--- config.mk ---
export PLATFORM = sky130hd
export DESIGN_NAME = raminfr_dp_param
export DESIGN_NICKNAME = d
export VERILOG_FILES = /design/src/rtl/raminfr_dp_param.sv
export SDC_FILE = /design/constraint.sdc
export NUM_CORES = 1
export LEC_CHECK = 0
export CORE_ASPECT_RATIO = 0.5
export CORE_MARGIN = 10
export CORE_UTILIZATION = 32
export CTS_BUF_LIST = sky130_fd_sc_hd__clkbuf_4
export CTS_CLUSTER_SIZE = 8
export DETAILED_ROUTE_END_ITERATION = 8
export GPL_TIMING_DRIVEN = 0
export PLACE_DENSITY = 0.56
export RECOVER_POWER = 50
export SLEW_MARGIN = 20
export SYNTH_ARGS = -nofsm -noshare
export SYNTH_HDL_FRONTEND = slang
export SYNTH_SLANG_ARGS = --single-unit
--- constraint.sdc ---
create_clock -name clk -period 1.8 [get_ports clk]
set_input_delay 0.36 -clock clk [delete_from_list [all_inputs] [get_ports clk]]
set_output_delay 0.36 -clock clk [all_outputs]
set_load 0.05 [all_outputs]
--- src/rtl/raminfr_dp_param.sv ---
// rtl/raminfr_dp_param.sv - dual-port inferred RAM with power-up/clear zero sweep
//
// Purpose: DEPTH = 2**AW words of DW bits. Port A (a/di/we) writes and reads
// read-first. Port B (dpra/dpre) is a read-only port with selectable
// read-during-write behaviour. After reset, and on a clr request, an internal
// counter sweeps zeros through every word before user access is accepted.
//
// Ports:
//   clk      - sole clock, rising edge
//   rst_n    - asynchronous active-low reset
//   we       - port A write enable
//   a        - port A address (write and read)
//   di       - port A write data
//   dpra     - port B read address
//   dpre     - port B read enable
//   clr      - one-cycle request to re-run the zero sweep
//   spo      - port A read data
//   dpo      - port B read data (held between enabled reads)
//   dpo_vld  - dpo carries data for a dpre-qualified read
//   busy     - zero sweep in progress
module raminfr_dp_param #(
    parameter int DW       = 4,
    parameter int AW       = 5,
    parameter int RDW_MODE = 0,
    parameter int OUT_REG  = 0
) (
    input  logic          clk,
    input  logic          rst_n,
    input  logic          we,
    input  logic [AW-1:0] a,
    input  logic [DW-1:0] di,
    input  logic [AW-1:0] dpra,
    input  logic          dpre,
    input  logic          clr,
    output logic [DW-1:0] spo,
    output logic [DW-1:0] dpo,
    output logic          dpo_vld,
    output logic          busy
);

    localparam int DEPTH = 2 ** AW;

    typedef enum logic {
        ST_INIT = 1'b0,
        ST_RUN  = 1'b1
    } state_t;

    state_t        state_q, state_d;
    logic [AW-1:0] cnt_q, cnt_d;

    // Array is deliberately outside the reset domain; zeros come from the sweep.
    logic [DW-1:0] mem_q [DEPTH];
    logic          mem_we;
    logic [AW-1:0] mem_waddr;
    logic [DW-1:0] mem_wdata;

    logic [DW-1:0] spo1_q, spo1_d;
    logic [DW-1:0] dpo1_q, dpo1_d;
    logic          vld1_q, vld1_d;

    logic          run;
    logic          user_we;
    logic          flush;
    logic [DW-1:0] rd_a;
    logic [DW-1:0] rd_b;

    always_comb begin
        run       = (state_q == ST_RUN);
        user_we   = run & we;
        state_d   = state_q;
        cnt_d     = cnt_q;
        if (run) begin
            cnt_d = '0;
            if (clr) begin
                state_d = ST_INIT;
            end
        end else begin
            cnt_d = cnt_q + AW'(1);
            if (&cnt_q) begin
                state_d = ST_RUN;
            end
        end

        // A write on the clr edge still lands; the sweep overwrites it later.
        mem_we    = !run | user_we;
        mem_waddr = run ? a : cnt_q;
        mem_wdata = run ? di : '0;

        rd_a = mem_q[a];
        if ((RDW_MODE != 0) && user_we && (dpra == a)) begin
            rd_b = di;
        end else begin
            rd_b = mem_q[dpra];
        end

        // Zero the pipeline for anything sampled while sweeping and for the
        // read taken on the clr edge, whose result would otherwise show while busy.
        flush  = !run || (state_d == ST_INIT);
        spo1_d = flush ? '0 : rd_a;
        dpo1_d = flush ? '0 : (dpre ? rd_b : dpo1_q);
        vld1_d = !flush && dpre;
    end

    always_ff @(posedge clk) begin
        if (mem_we) begin
            mem_q[mem_waddr] <= mem_wdata;
        end
    end

    always_ff @(posedge clk or negedge rst_n) begin
        if (!rst_n) begin
            state_q <= ST_INIT;
            cnt_q   <= '0;
            spo1_q  <= '0;
            dpo1_q  <= '0;
            vld1_q  <= 1'b0;
        end else begin
            state_q <= state_d;
            cnt_q   <= cnt_d;
            spo1_q  <= spo1_d;
            dpo1_q  <= dpo1_d;
            vld1_q  <= vld1_d;
        end
    end

    assign busy = (state_q == ST_INIT);

    generate
        if (OUT_REG != 0) begin : g_out_reg
            logic [DW-1:0] spo2_q, spo2_d;
            logic [DW-1:0] dpo2_q, dpo2_d;
            logic          vld2_q, vld2_d;

            // Data and valid move together so they stay aligned at the output.
            always_comb begin
                spo2_d = flush ? '0 : spo1_q;
                dpo2_d = flush ? '0 : dpo1_q;
                vld2_d = !flush && vld1_q;
            end

            always_ff @(posedge clk or negedge rst_n) begin
                if (!rst_n) begin
                    spo2_q <= '0;
                    dpo2_q <= '0;
                    vld2_q <= 1'b0;
                end else begin
                    spo2_q <= spo2_d;
                    dpo2_q <= dpo2_d;
                    vld2_q <= vld2_d;
                end
            end

            assign spo     = spo2_q;
            assign dpo     = dpo2_q;
            assign dpo_vld = vld2_q;
        end else begin : g_no_out_reg
            assign spo     = spo1_q;
            assign dpo     = dpo1_q;
            assign dpo_vld = vld1_q;
        end
    endgenerate

endmodule

=== After elaboration in Yosys (flattened, before gate mapping) ===
Memory sizes are Yosys's and may differ from the RTL's.
Cells that the tools add are included.

* RAM bits: 128
* Logic and storage cells: 28
* Memories kept: 1
* Register bits: 15
* Input port bits: 19

{| class="wikitable"
|+ Memory list
! memory !! words !! width !! rd ports !! clocked after Yosys merged registers in !! wr ports !! line !! text
|-
| mem_q || 32 || 4 || 2 || 0 || 1 || 52 || <nowiki>logic [DW-1:0] mem_q [DEPTH];</nowiki>
|}

* Bitwise gates (word level): 4
* Add/sub/neg operators: 1
* Muxes and demuxes: 11
* Reduce and logical (&&, ||, !) cells: 6

{| class="wikitable"
|+ Operators with widths
! kind !! number
|-
| two-way mux 4 bit || 4
|-
| two-way mux 5 bit || 2
|-
| adder 5 x 1 -> 5 bit (second input constant) || 1
|-
| two-way mux 1 bit || 5
|-
| AND reduction 5 bit || 1
|-
| logical NOT 1 bit || 2
|-
| NOT 1 bit || 2
|-
| nonzero test 2 bit || 1
|-
| bitwise AND 1 bit || 1
|-
| logical AND 1 bit || 1
|-
| logical OR 1 bit || 1
|-
| bitwise OR 1 bit || 1
|}

=== Logic depth before layout (Yosys ltp) ===
Gate-level depths: netlist of the first run.

* Word-level depth: 7
* Depth in mapped cells: 8
* Depth with buffers taken out: 5

=== Least setup slack after synthesis of the first run ===
No wires, ideal clock.

* Kind: register to register
* From: register state_q (netlist: run)
* To: memory mem_q[2][0] (enable)
* Data required time: 1.470 ns
* Arrival time: 1.952 ns
* Slack: -0.482 ns
* Period minus slack after synthesis: 2.282 ns
* Cell stages (with the launch flop): 6
* Setup time: 0.330 ns
* Cells stage by stage: dfrtp_1 clkbuf_1 clkinv_1 o32ai_1 nand2_1 nor2_1

* Cells in the longest elaborated chain, start to end: 4

{| class="wikitable"
|+ Ends and longest elaborated chain
! element !! line !! text
|-
| start: declaration || 48 || <nowiki>state_t state_q, state_d;</nowiki>
|-
| start signal: assignment || 118 || <nowiki>state_q <= state_d;</nowiki>
|-
| bitwise AND 1 bit / logical NOT 1 bit (equally long branches) || 69, 85 ||
|-
| bitwise OR 1 bit || 85 || <nowiki>mem_we = !run | user_we;</nowiki>
|-
| two-way mux 1 bit || 105 || <nowiki>if (mem_we) begin</nowiki>
|-
| two-way mux 1 bit (not written as such) || 106 || <nowiki>mem_q[mem_waddr] <= mem_wdata;</nowiki>
|-
| end: declaration || 52 ||
|}

Several ways; a longest one is shown, not always the timed one.

=== Worst setup path after layout of the first run ===
* From: input port dpra[1]
* To: register dpo1_q[1] (netlist: dpo[1])

* Cells in the longest elaborated chain, start to end: 3

{| class="wikitable"
|+ Ends and longest elaborated chain
! element !! line !! text
|-
| start: declaration || 32 || <nowiki>input logic [AW-1:0] dpra,</nowiki>
|-
| memory (32 x 4 bit) || n/a ||
|-
| two-way mux 4 bit (2 in series) || 100 || <nowiki>dpo1_d = flush ? '0 : (dpre ? rd_b : dpo1_q);</nowiki>
|-
| end signal: assignment || 121 || <nowiki>dpo1_q <= dpo1_d;</nowiki>
|-
| end: declaration || 58 || <nowiki>logic [DW-1:0] dpo1_q, dpo1_d;</nowiki>
|}

Every way passes these cells. The select of a mux whose other input is x is not followed.
A chain may end at the register's enable or synchronous reset.

==> results of run 1 <==
-- power by group through the flow --
stage               Clock, mW  Combinational [mW]  Sequential [mW]
floorplan                   0                1.39             4.41
global placement            0                2.10             4.45
detailed placement          0                2.13             4.45
CTS                      2.01                2.87             4.40
global route             2.17                3.30             4.47
finish                   1.98                3.13             4.41
-- worst reg2reg max path: stages (launching register included) --
cell and delay, ps:
edfxtp_1 420, mux4_2 480, mux4_2 550, o21ai_2 170, nor3_2 80
-- layout by cell type, fill, tap and decap left out, types with 6 or more instances in the layout --
cell             count
dfrtp_1             15
a22oi_1              6
a21oi_1              7
mux2i_1             31
edfxtp_1           128
buf_6                6
nand2_1             11
nor2b_1             17
nor2_4              30
nor2_2               6
clkbuf_4            18
buf_4                9
a211oi_1             6
buf_12               8
clkdlybuf4s50_1     11
mux4_2              52
-- cell type report --
class | count | area [µm²]
fill | 1870 | 12300
sequential | 143 | 4220
multi-input combinational | 244 | 3040
timing repair buffer | 32 | 348
tap | 273 | 342
buffer | 25 | 250
clock buffer | 18 | 135
clock inverter | 13 | 124
inverter | 6 | 30.0
antenna | 2 | 5.00
-- stage by stage --
stage / cell area, µm² / util / instances
final: 8490 / 0.408 / 756
after global routing: 8490 / 0.407 / 755
after CTS: 8300 / 0.398 / 750
after detailed placement: 7600 / 0.365 / 717
after global placement: 7580 / 0.364 / 715
after floorplan: 7010 / - / 419
-- kinds of logic after synthesis --
kind of cell             synth area share
adder cells (fa/ha/maj)           0.00363
buffers and inverters              0.0305
XOR/XNOR                          0.00254
AND/OR/NAND/NOR                    0.0679
flip-flops                          0.612
multiplexers                        0.229
AO/OA/AOI/OAI                      0.0537
-- worst max path at each step --
stage,end,depth (start not counted)
final,dpo[1],7
after global routing,dpo[1],7
after CTS,mem_q[2][1],6
after detailed placement,dpo[0],8
after global placement,mem_q[2][3],5
after floorplan,mem_q[1][0],6
-- repair_timing --
action                     CTS  global route
pin swaps                   16             9
buffers inserted             3             4
setup endpoints to repair  177           244
hold buffers                 0             0
resized for setup          115            47
-- routing by layer --
layer | track usage | part of all wire | up-vias
met4 | 0.0430 | 0.020 | 0
met1 | 0.184 | 0.45 | 2141
met3 | 0.0253 | 0.050 | 26
li1 | - | - | 1803
met2 | 0.219 | 0.48 | 115
met5 | 0 | 0 | -
-- state kept, by name, indices dropped and copies added (netlist names) --
name     count
spo          4
cnt_q        5
run          1
dpo_vld      1
mem_q      128
dpo          4
==> impl_metrics.ini, run 1 <==
[synth]
synth_area_leader_cell = edfxtp_1
yosys-top-cells-area = edfxtp_1 56%, mux4_2 14%, dfrtp_1 5.4%
yosysUniqueCellTypes = 43
syn_area_mm2 = 0.00689
ys_seq_area_frac = 0.612
netlist.area_leader.share = 0.558
synthCells = 419
yosysWarnings = 0
syn_avg_cell_area_um2 = 16.4
async_flop_share = 0.105
synth_edf_count = 128
synthTopCellsByCount = 128 x edfxtp_1, 43 x mux4_2, 41 x nor2_1, 32 x mux2i_1, 20 x nand2_1
synth_nets = 440
yosysMostFrequentCell = edfxtp_1
ys.flop_type = edfxtp_1
synth-seq-cells = 143

[pwr]
sw_frac_of_total = 0.352
p_clk_frac = 0.208
comb_power_share = 0.329
netSwitchingPower_mw = 3.35
power_mw = 9.53
seqPwrFrac = 0.463
p_leak_nw = 2.80
ir_drop_uv = 598
p_per_area_mw_per_mm2 = 1120
p_int_mw = 6.18

[grt]
grt_pass1_vias = 4244
antenna_found_initial = 1
grt_overflow = 0
grt_max_degree = 33
grt_pass1_wl_um = 27600
grt_use_total = 0.136

[floorplanning]
start_util = 0.331
ioPinCount = 29
die-area_mm2 = 0.0282
die_width_um = 228
core_mm2 = 0.0208
die_h_um = 124
rows = 37

[sta]
drv_slew = 0
setup_viol = 2
relSlewSlack = 0.469
tightestPinTransition_ps = 794
final.period_utilization = 1.00
fin_skew_ps = 23.7
worst_slack_ps = -7.79
hold_slack_ps = 324
hold_viol_final = 0
rsz0062_at_grt = true
min_period_ps = 1810
fmax_mhz = 553
setup_tns_ps = -9.17

[detailed_routing]
drt_first_iter_violations = 376
remaining_drc_errors = 0
routedWlPerCell_um = 24.4
postRouteAntennaNets = 0
wl_um = 18400
num_vias = 4085
dr.pass1.iters = 5
routed_via_density = 5.40

[job]
drv_cap = 0

[clock_tree]
cts_max_level = 4
cts_tree = built
cts_root_buffer = clkbuf_4
path_clk_slew_ps = 130
cts.sinks = 143
clk_latency_ps = 540
clock_path_buffers = 2
cts_buffers = 17

[status]
violations = setup timing
outcome = complete, but fails checks

[critical_path]
endpoint_kind = register
r2r-start = mem_q[20][2]
crit_arrival_ps = 2230
crit_buf_inv = 2
slowest_stage = nor2_2
regToRegEndpoint = spo[2]
cp_max_fo = 10
path_cells = clkdlybuf4s50_1 -> buf_6 -> nor2_2 -> a22o_1 -> a221oi_1 -> nor3_1 -> o41ai_1
cp.required_ps = 2220
max_stage_delay_ps = 560
r2r_cells = 4
crit_start = dpra[1]
critPathLaunchType = primary input
regToRegSetupSlack_ps = 0
cp_top_family = simple AND/OR/NAND/NOR gates
critPathKind = in2reg

[place]
place_congestion = 0.941
place.port_buffers = 23
dp_hpwl_um = 12900
post-place-ws_ps = -1250

[finish]
drive_gt1_frac = 0.426
area_growth_pct = 23.2
fin_nets = 490

[hold_path]
hold_path_class = in2async
(Power assumes the default switching activity.)
==> run 2: changes to the inputs <==
- CORE_MARGIN: 10 -> 3
- CTS_BUF_LIST: sky130_fd_sc_hd__clkbuf_4 -> not set
==> run 2 against run 1 <==
The flow now finishes without violations. Clock skew down 15 ps. Fmax grew 1.2%. Clock power is 85% higher. First-iteration DRC count is 9.6% higher. Worst hold slack better by 140 ps. Combinational power about the same. Final area up 4.1%. Routed wire length increased by 0.60%. Register-to-register slack about the same. Die area fell by 17%. Non-clock buffer count rose by 7. Critical path type is now reg2reg. Largest power group unchanged.
==> impl_metrics.ini, run 2 (synthesis gave the netlist of run 1 again) <==
[status]
outcome = complete, no violations

[floorplanning]
die_width_um = 214
start_util = 0.331
rows = 37
core_mm2 = 0.0208
die_h_um = 110
ioPinCount = 29
die-area_mm2 = 0.0234

[detailed_routing]
routedWlPerCell_um = 24.3
dr.pass1.iters = 7
num_vias = 4163
wl_um = 18500
remaining_drc_errors = 0
routed_via_density = 5.46
postRouteAntennaNets = 0
drt_first_iter_violations = 412

[critical_path]
crit_arrival_ps = 2060
critPathKind = reg2reg
endpoint_kind = register
cp.required_ps = 2080
cp_max_fo = 2
critPathLaunchType = register

[clock_tree]
cts_max_level = 4
clk_latency_ps = 420
postCtsHoldBufs = 0
path_clk_slew_ps = 60
cts.sinks = 143
cts_buffers = 17
cts_root_buffer = clkbuf_16
cts_tree = built
clock_path_buffers = 2

[finish]
final_common_cell = edfxtp_1
top_register = mem_q
drive_gt1_frac = 0.407
fin_nets = 497
largest_reg_flops = 128
final_cell_mix = 128 x edfxtp_1, 51 x mux4_2, 31 x mux2i_1
reg_top3 = mem_q (128), cnt_q (5)
stdcell_count = 762
area_growth_pct = 28.3
antenna_cells = 0

[pwr]
ir_drop_uv = 700
p_leak_nw = 3.05
p_per_area_mw_per_mm2 = 1270

[grt]
grt_overflow = 0
antenna_found_initial = 0
grt_pass1_vias = 4204
grt_use_total = 0.166
grt_pass1_wl_um = 27500
grt_max_degree = 33

[sta]
worst_slack_ps = 13.3
drv_slew = 0
setup_viol = 0
fmax_mhz = 560
setup_tns_ps = 0
fin_skew_ps = 9.09
hold_slack_ps = 466
rsz0062_at_grt = true
min_period_ps = 1790
final.period_utilization = 0.993
hold_viol_final = 0
relSlewSlack = 0.476
tightestPinTransition_ps = 784

[place]
dp_hpwl_um = 12700
dp_cells = 717
place_congestion = 0.887
post-place-ws_ps = -1190
place.port_buffers = 23

[hold_path]
hold_path_class = in2async

[job]
drv_cap = 0
run 2: metrics by stage:
step	util	power [mW]	cell area, µm²
floorplan	-	5.80	7010
global placement	0.364	6.53	7580
detailed placement	0.365	6.59	7600
CTS	0.416	11.0	8680
global route	0.424	11.6	8840
finish	0.424	11.3	8840
run 2: power by group:
group | internal (mW) | switching, mW
Combinational | 1.23 | 1.93
Clock | 2.31 | 1.36
Sequential | 4.17 | 0.256
Total | 7.71 | 3.54
run 2: repair_timing:
action,4_1_cts,5_1_grt
endpoints found under the setup margin,178,248
gates resized for setup,108,40
cloned,1,0
pin swaps,13,12
buffers inserted,8,5
hold endpoints to repair,0,0
run 2: final timing paths:
check / startpoint / end / slack, ps / depth (start not counted)
max: mem_q[19][2] / spo[2] / 10 / 4
min: rst_n / spo[1] / 470 / 1
max reg2reg: mem_q[19][2] / spo[2] / 10 / 4
min reg2reg: dpo[0] / dpo[0] / 500 / 2
max in group asynchronous: rst_n / spo[2] / 840 / 1
min in group clk: dpo[0] / dpo[0] / 500 / 2
run 2: worst max-delay path, stage by stage, from the launching register on:
cell and delay (ps):
edfxtp_1 390, mux4_2 510, mux4_2 540, o21ai_2 130, nor3_1 80
run 2: final cells by class:
| cell class | instances | area, µm² |
|---|---|---|
| fillers | 1850 | 12000 |
| flip-flops and latches | 143 | 4220 |
| multi-input cells | 244 | 2970 |
| clock buffers | 20 | 437 |
| clock inverters | 12 | 168 |
| repair buffers | 39 | 395 |
| plain buffers | 25 | 277 |
| inverters | 6 | 30.0 |
| well taps | 273 | 342 |
run 2: metal layers:
metal | vias up | wire length, µm | part of all wire | track usage
met3 | 22 | 820 | 0.044 | 0.0288
met1 | 2193 | 8580 | 0.46 | 0.236
li1 | 1823 | - | - | -
met2 | 125 | 8840 | 0.48 | 0.264
met4 | 0 | 280 | 0.015 | 0.0466
met5 | - | 0 | 0 | 0
==> run 3: changes to the inputs <==
- ABC_CLOCK_PERIOD_IN_PS: not set -> 1700
- CORE_UTILIZATION: 32 -> 35
- PLACE_DENSITY: 0.56 -> 0.58
- clock period: 1.8 -> 1.7 ns (I/O delays scaled with it)
==> run 3 against run 2 <==
The flow now finishes with violations (setup timing). Largest cell class unchanged. Core utilization is 5.4 points higher. Worst setup slack worse by 160 ps. Total power is 7.9% higher. Largest power group unchanged. Highest routed layer unchanged. Combinational power is 24% higher. Global-route usage is 1.4 points higher. Clock skew is 1.6 ps higher. Non-clock buffer count is 7 higher.
==> impl_metrics.ini, run 3 (synthesis gave the netlist of run 1 again) <==
[detailed_routing]
num_vias = 4216
remaining_drc_errors = 0
wl_um = 18800
routed_via_density = 5.58
postRouteAntennaNets = 0
routedWlPerCell_um = 24.9
dr.pass1.iters = 5
drt_first_iter_violations = 543

[grt]
grt_use_total = 0.179
antenna_found_initial = 0
grt_pass1_wl_um = 27700
grt_pass1_vias = 4321
grt_max_degree = 33
grt_overflow = 0

[critical_path]
cp_max_fo = 2
crit_arrival_ps = 2130
endpoint_kind = register
cp.required_ps = 1990
critPathKind = reg2reg
critPathLaunchType = register

[floorplanning]
core_mm2 = 0.0188
die_h_um = 105
ioPinCount = 29
die-area_mm2 = 0.0215
start_util = 0.366
rows = 35
die_width_um = 204

[finish]
regArea_mm2 = 0.00422
design_area_mm2 = 0.00901
area_growth_pct = 30.8
drive_gt1_frac = 0.431
final_common_cell = edfxtp_1
n_fill_cell = 1604
fin_nets = 504
top_register = mem_q
largest_reg_flops = 128
reg_top3 = mem_q (128), cnt_q (5)
finalCoreUtilization = 0.479
multiInputGateArea_mm2 = 0.00312
antenna_cells = 0
final_cell_mix = 128 x edfxtp_1, 52 x mux4_2, 34 x nor2_4
stdcell_count = 755

[status]
outcome = complete, but fails checks
violations = setup timing

[sta]
min_period_ps = 1850
final.period_utilization = 1.09
setup_viol = 74
relSlewSlack = 0.491
tightestPinTransition_ps = 762
fmax_mhz = 542
rsz0062_at_grt = true
drv_slew = 0
hold_viol_final = 0
fin_skew_ps = 10.7
worst_slack_ps = -146

[clock_tree]
cts_tree = built
cts_buffers = 17
postCtsHoldBufs = 0
path_clk_slew_ps = 60
cts.sinks = 143
clock_path_buffers = 2
cts_max_level = 4
clk_latency_ps = 420
cts_root_buffer = clkbuf_16

[pwr]
p_leak_nw = 3.03
p_per_area_mw_per_mm2 = 1350
ir_drop_uv = 680
power_mw = 12.1

[place]
dp_cells = 701
place_congestion = 0.895
place.port_buffers = 23
dpl_cell_area_mm2 = 0.00764
dp_hpwl_um = 12700

[job]
drv_cap = 0

[hold_path]
hold_path_class = in2async
[run 3: cell types whose count changed in the layout (fill, tap and decap cells not counted), moves of 3 or more]
cell,previous run,this run
clkdlybuf4s15_1,0,4
nor2_2,4,1
nor2_4,30,34
bufinv_16,4,1
dlygate4sd2_1,11,8
nand2_8,0,5
and2_4,0,4
and2_2,4,0
clkinvlp_4,1,5
[run 3: final timing paths]
| kind | start | to | slack [ps] | cells past startpoint |
|---|---|---|---|---|
| min reg2reg | dpo[0] | dpo[0] | 530 | 2 |
| max in group asynchronous | rst_n | spo[3] | 780 | 1 |
| max | mem_q[7][2] | spo[2] | -150 | 4 |
| max reg2reg | mem_q[7][2] | spo[2] | -150 | 4 |
| min in group clk | dpo[0] | dpo[0] | 530 | 2 |
| min | rst_n | dpo_vld | 440 | 1 |
[run 3: final cells by class]
cell class	instances	area share
plain buffers	26	0.0323
clock buffers	20	0.0484
clock inverters	12	0.0125
inverters	6	0.00333
multi-input cells	244	0.347
flip-flops and latches	143	0.468
well taps	259	0.0359
repair buffers	45	0.0529
[run 3: layer usage]
metal,GRT usage,wire length [µm],vias up,share of wire
met5,0,0,-,0
met4,0.0549,206,0,0.011
met3,0.0417,1110,23,0.059
met2,0.277,9010,126,0.48
met1,0.254,8480,2240,0.45
li1,-,-,1827,-
[run 3: worst max-delay path, cell delays in order, from the launching register on]
cell	delay, ps
edfxtp_1	410
mux4_2	520
mux4_2	540
o21ai_2	170
nor3_2	80
[run 3: stage by stage]
| step | setup TNS [ps] | hold WS, ps | setup WS, ps |
|---|---|---|---|
| 2_1_floorplan | -2550 | 44.4 | -125 |
| 3_3_place_gp | -186940 | 504 | -1220 |
| 3_5_place_dp | -137000 | 516 | -1190 |
| 4_1_cts | -483 | 374 | -123 |
| 5_1_grt | -9420 | 473 | -193 |
| 6_report | -3570 | 439 | -146 |
[run 3: repair_timing]
item,4_1_cts,5_1_grt
buffers inserted,17,5
pin swaps,21,20
endpoints found under the hold margin,0,0
setup endpoints to repair,178,268
resized for setup,116,55
cloned,0,0
[run 3: power breakdown]
part / switching (mW) / internal [mW] / leakage (nW)
sequential: 0.308 / 4.41 / 1.39
clock: 1.49 / 2.02 / 0.253
combinational: 2.27 / 1.63 / 1.39
total: 4.07 / 8.06 / 3.03
